`src/rtl/imem_loader_pkg.sv`:
```
// Shared types and constants for the instruction-memory boot loader.
// States, header length and bytes-per-word used by loader and assembler.
package imem_loader_pkg;

    typedef enum logic [2:0] {
        IDLE,
        HDR,
        DATA,
        DONE,
        ERROR
    } state_t;

    localparam int HDR_BYTES      = 4;
    localparam int BYTES_PER_WORD = 4;

endpackage

```
`src/rtl/imem_byte_assembler.sv`:
```
// Collects four little-endian bytes into one 32-bit word.
// word_valid_o fires on the cycle the fourth byte is accepted.
module imem_byte_assembler
    import imem_loader_pkg::*;
(
    input  logic        clk_i,
    input  logic        reset_i,
    input  logic        clear_i,
    input  logic        byte_valid_i,
    input  logic [7:0]  byte_i,
    output logic        word_valid_o,
    output logic [31:0] word_o
);

    logic [1:0]  cnt_q;
    logic [31:0] shift_q;

    assign word_valid_o = byte_valid_i && (cnt_q == 2'(BYTES_PER_WORD - 1));
    assign word_o       = {byte_i, shift_q[31:8]};

    // Shift bytes in from the top so the oldest byte ends up in [7:0].
    always_ff @(posedge clk_i) begin
        if (reset_i || clear_i) begin
            cnt_q   <= '0;
            shift_q <= '0;
        end else if (byte_valid_i) begin
            cnt_q   <= cnt_q + 2'd1;
            shift_q <= {byte_i, shift_q[31:8]};
        end
    end

endmodule

```
`src/rtl/imem_boot_loader.sv`:
```
// Streams a length-prefixed image into instruction memory.
// Holds the core in reset until the final word has been written.
module imem_boot_loader
    import imem_loader_pkg::*;
#(
    parameter int DEPTH_WORDS  = 1024,
    parameter int ADDR_W       = $clog2(DEPTH_WORDS),
    parameter int BYTE_TIMEOUT = 100000
) (
    input  logic              clk_i,
    input  logic              reset_i,
    input  logic              start_i,
    input  logic [7:0]        rx_data_i,
    input  logic              rx_valid_i,
    output logic              rx_ready_o,
    output logic              mem_we_o,
    output logic [ADDR_W-1:0] mem_waddr_o,
    output logic [31:0]       mem_wdata_o,
    output logic              core_reset_o,
    output logic              busy_o,
    output logic              done_o,
    output logic              error_o,
    output logic [ADDR_W:0]   words_loaded_o
);

    localparam int TMO_W = $clog2(BYTE_TIMEOUT + 1);

    state_t            state_q;
    state_t            state_d;
    logic [31:0]       len_q;
    logic [TMO_W-1:0]  tmo_q;
    logic              accept;
    logic              start_ok;
    logic              tmo_hit;
    logic              hdr_bad;
    logic              last_word;
    logic              word_valid;
    logic [31:0]       word;

    assign rx_ready_o = (state_q == HDR) || (state_q == DATA);
    assign busy_o     = rx_ready_o;
    assign done_o     = (state_q == DONE);
    assign error_o    = (state_q == ERROR);
    assign accept     = rx_valid_i && rx_ready_o;
    assign start_ok   = start_i && !busy_o;
    assign tmo_hit    = !accept && (tmo_q == TMO_W'(BYTE_TIMEOUT - 1));
    assign hdr_bad    = (word == 32'd0) || (word > 32'(DEPTH_WORDS));
    assign last_word  = (32'(words_loaded_o) + 32'd1) == len_q;

    assign core_reset_o = reset_i || busy_o || error_o || mem_we_o;

    imem_byte_assembler u_asm (
        .clk_i        (clk_i),
        .reset_i      (reset_i),
        .clear_i      (start_ok),
        .byte_valid_i (accept),
        .byte_i       (rx_data_i),
        .word_valid_o (word_valid),
        .word_o       (word)
    );

    // State register.
    always_ff @(posedge clk_i) begin
        if (reset_i) state_q <= IDLE;
        else         state_q <= state_d;
    end

    // Next-state: header check, last-word detection and byte timeout.
    always_comb begin
        state_d = state_q;
        case (state_q)
            HDR: begin
                if (word_valid)   state_d = hdr_bad ? ERROR : DATA;
                else if (tmo_hit) state_d = ERROR;
            end
            DATA: begin
                if (word_valid && last_word) state_d = DONE;
                else if (tmo_hit)            state_d = ERROR;
            end
            default: begin
                if (start_i) state_d = HDR;
            end
        endcase
    end

    // Datapath: length capture, memory write pulse, counters.
    always_ff @(posedge clk_i) begin
        if (reset_i) begin
            mem_we_o       <= 1'b0;
            mem_waddr_o    <= '0;
            mem_wdata_o    <= '0;
            words_loaded_o <= '0;
            len_q          <= '0;
            tmo_q          <= '0;
        end else begin
            mem_we_o <= 1'b0;
            if (start_ok) begin
                words_loaded_o <= '0;
                len_q          <= '0;
                tmo_q          <= '0;
            end
            if (busy_o) begin
                tmo_q <= accept ? '0 : tmo_q + TMO_W'(1);
            end
            if (state_q == HDR && word_valid) begin
                len_q <= word;
            end
            if (state_q == DATA && word_valid) begin
                mem_we_o       <= 1'b1;
                mem_waddr_o    <= words_loaded_o[ADDR_W-1:0];
                mem_wdata_o    <= word;
                words_loaded_o <= words_loaded_o + (ADDR_W+1)'(1);
            end
        end
    end

endmodule

```
`config.mk`:
```
export PLATFORM = sky130hd
export DESIGN_NAME = imem_boot_loader
export DESIGN_NICKNAME = d
export VERILOG_FILES = /design/src/rtl/imem_loader_pkg.sv /design/src/rtl/imem_byte_assembler.sv /design/src/rtl/imem_boot_loader.sv
export SDC_FILE = /design/constraint.sdc
export NUM_CORES = 1
export LEC_CHECK = 0
export ABC_AREA = 1
export BUFFER_PORTS_ARGS = -buffer_cell sky130_fd_sc_hd__buf_2
export CAP_MARGIN = 20
export CORE_ASPECT_RATIO = 0.6
export CORE_MARGIN = 2
export CORE_UTILIZATION = 25
export CTS_CLUSTER_DIAMETER = 60
export CTS_CLUSTER_SIZE = 20
export DETAILED_ROUTE_END_ITERATION = 10
export HOLD_SLACK_MARGIN = 0.06
export PLACE_DENSITY_LB_ADDON = 0.2
export SLEW_MARGIN = 20
export SYNTH_ARGS = -nofsm -noshare
export SYNTH_HDL_FRONTEND = slang
export SYNTH_SLANG_ARGS = --single-unit
```
`constraint.sdc`:
```
create_clock -name clk_i -period 3.1 [get_ports clk_i]
set_input_delay 0.465 -clock clk_i [delete_from_list [all_inputs] [get_ports clk_i]]
set_output_delay 0.465 -clock clk_i [all_outputs]
set_load 0.02 [all_outputs]
```
==> metrics.cfg <==
[outcome]
status=finished clean

[floorplanning]
die_area_mm2=0.0245
die_x_um=201
die_h_um=122
num_rows=43
start_util=0.253
core_area_mm2=0.0230
ios=71

[clocking]
cts_sinks=132
clkSlewWorstSetupHoldPaths_ps=60
cts_made_buffers=17
cts_resized=0
clock_path_buffers=2
insertion_delay_ps=430
cts_hold_buf=0
cts_setup_buffers=0
htreeDepth=4
tritoncts=done
root_buffer=clkbuf_16

[finish]
final_cell_mix=dfxtp_1 (132), nand2_1 (130), inv_1 (116), a21oi_1 (103), buf_2 (70)
antenna_cells=0
area_growth_pct=20.2
multi_input_area_mm2=0.00249
final_common_cell=dfxtp_1
seqCellArea_mm2=0.00264
fillers=2534
drive_gt1_frac=0.150
fin_nets=876

[worst_setup_path]
crit_type=register to register
crit_arrival_ps=2750
r2r_cells=11
worst_setup_path_start_kind=register
crit_path_max_fanout=82
end_kind=register
cp.required_ps=3460
regToRegSetupSlack_ps=700

[drt]
wl_per_cell_um=15.2
vias=5291
detail_route.first_pass.iterations=6
antenna_left=0
first_iter_violations=365
routed_wl_mm=18.1
remaining_drc_errors=0
viasPerCell=4.45

[timing]
setup-violations-final=0
rsz0062_at_grt=no
finalClockSkew_ps=5.83
whs_ps=336
min_period_ps=2400
max_freq_mhz=418
tightest_slew_ps=743
timing.final.crit_share=0.773
relSlewSlack=0.505
final_max_slew_viol_count=0
setup_tns_ps=0
finalHoldViolCount=0

[yosys]
synth_cell_type_count=39
synth-seq-cells=132
syn_avg_cell_area_um2=7.26
ys_seq_area_frac=0.454
synth_area_mm2=0.00582
yosysWarnings=0
synth_nets=816
synthCells=801

[worst_hold_path]
hold_class=primary input to register
worstHoldPathCells=3

[power]
p_leak_nw=2.83
irDropWorstVdd_v=0.000385
finalPower_mw=4.26
powerDensity_mw_per_mm2=610

[global_routing]
grt_pass1_wl_mm=28.3
antenna_found_initial=0
grt_max_degree=83
overflow=0
globalRouteTotalUtil=0.153
grt_pass1_vias=4702

[flow_run]
drv_cap=0

[placed_design]
gp_congestion=0.837
dpl.hpwl_mm=12.9
io_buffers=70

==> worst max-delay path, stage by stage, from the launching register on <==
cell and delay (ps):
dfxtp_1 350, inv_2 80, nand3_2 100, nand2_4 130, nand2_4 60, inv_2 270
nand2_4 130, inv_6 120, nand2_4 130, inv_4 580, o21ai_0 200, a21oi_1 140
==> where the power goes <==
| group | total [mW] | switching [mW] | internal (mW) |
|---|---|---|---|
| sequential | 1.77 | 0.0326 | 1.74 |
| clock | 2.02 | 0.782 | 1.24 |
| combinational | 0.463 | 0.350 | 0.113 |
==> per-layer routing <==
metal / GRT usage / wire length [um] / part of all wire / vias up
li1: - / - / - / 2760
met1: 0.251 / 10700 / 0.59 / 2402
met2: 0.183 / 6400 / 0.35 / 113
met3: 0.0321 / 712 / 0.039 / 16
met4: 0.0583 / 246 / 0.014 / 0
met5: 0 / 0 / 0 / -
==> state kept, by name (all words and copies together) (netlist names) <==
signal	cells
u_asm.cnt_q	2
state_q	3
mem_waddr_o	10
mem_we_o	1
len_q	32
tmo_q	17
u_asm.shift_q	24
words_loaded_o	11
mem_wdata_o	32
==> through the flow <==
stage | instance area (um2) | std cells | setup WS (ps) | util
after floorplan | 5820 | 801 | 1330 | -
after global placement | 6410 | 1157 | 834 | 0.279
after detailed placement | 6410 | 1157 | 734 | 0.279
after CTS | 6990 | 1189 | 713 | 0.304
after global routing | 6990 | 1189 | 392 | 0.304
final | 6990 | 1189 | 705 | 0.304
==> cells by family (layout without fill, tap and decap cells) <==
| group | Yosys count | after routing | share of synthesized area |
|---|---|---|---|
| XOR/XNOR | 4 | 4 | 0.00602 |
| AO/OA/AOI/OAI | 214 | 214 | 0.195 |
| buffers and inverters | 161 | 234 | 0.117 |
| flip-flops | 132 | 132 | 0.454 |
| adder cells (fa/ha/maj) | 3 | 3 | 0.00645 |
| AND/OR/NAND/NOR | 287 | 287 | 0.222 |
==> final timing paths <==
check	from	to
setup / recovery	state_q[1]$_SDFFE_PP0P_	mem_wdata_o[15]$_SDFFE_PP0P_
hold / removal	rx_data_i[7]	u_asm.shift_q[31]$_SDFFE_PP0P_
setup reg to reg	state_q[1]$_SDFFE_PP0P_	mem_wdata_o[15]$_SDFFE_PP0P_
hold reg to reg	mem_waddr_o[1]$_SDFFE_PP0P_	mem_waddr_o[1]$_SDFFE_PP0P_
==> cells in the mapped netlist, drive strengths merged <==
library cell,instances,share of area
nand2,138,0.099
dfxtp,132,0.45
inv,124,0.082
a21oi,103,0.089
o21ai,76,0.065
nor2,70,0.048
nand3,53,0.048
o22ai,26,0.028
buf,20,0.023
clkbuf,15,0.011
nand4,13,0.014
nor3,9,0.0077
ha,3,0.0065
a211oi,2,0.0026
clkinv,2,0.0013
or2,2,0.0022
xnor2,2,0.0030
xor2,2,0.0030
a221oi,1,0.0015
a31o,1,0.0015
a31oi,1,0.0011
a32o,1,0.0017
a32oi,1,0.0015
nand3b,1,0.0013
nor4,1,0.0011
o21bai,1,0.0013
o32ai,1,0.0015
==> layout make-up <==
class                   instances  area share
clock buffers                  23      0.0684
clock inverters                 9      0.0147
inverters                     126      0.0691
multi-input cells             508       0.357
flip-flops and latches        132       0.378
well taps                     315      0.0564
repair buffers                 76      0.0566
No activity file was read; power rests on OpenSTA's default activity.
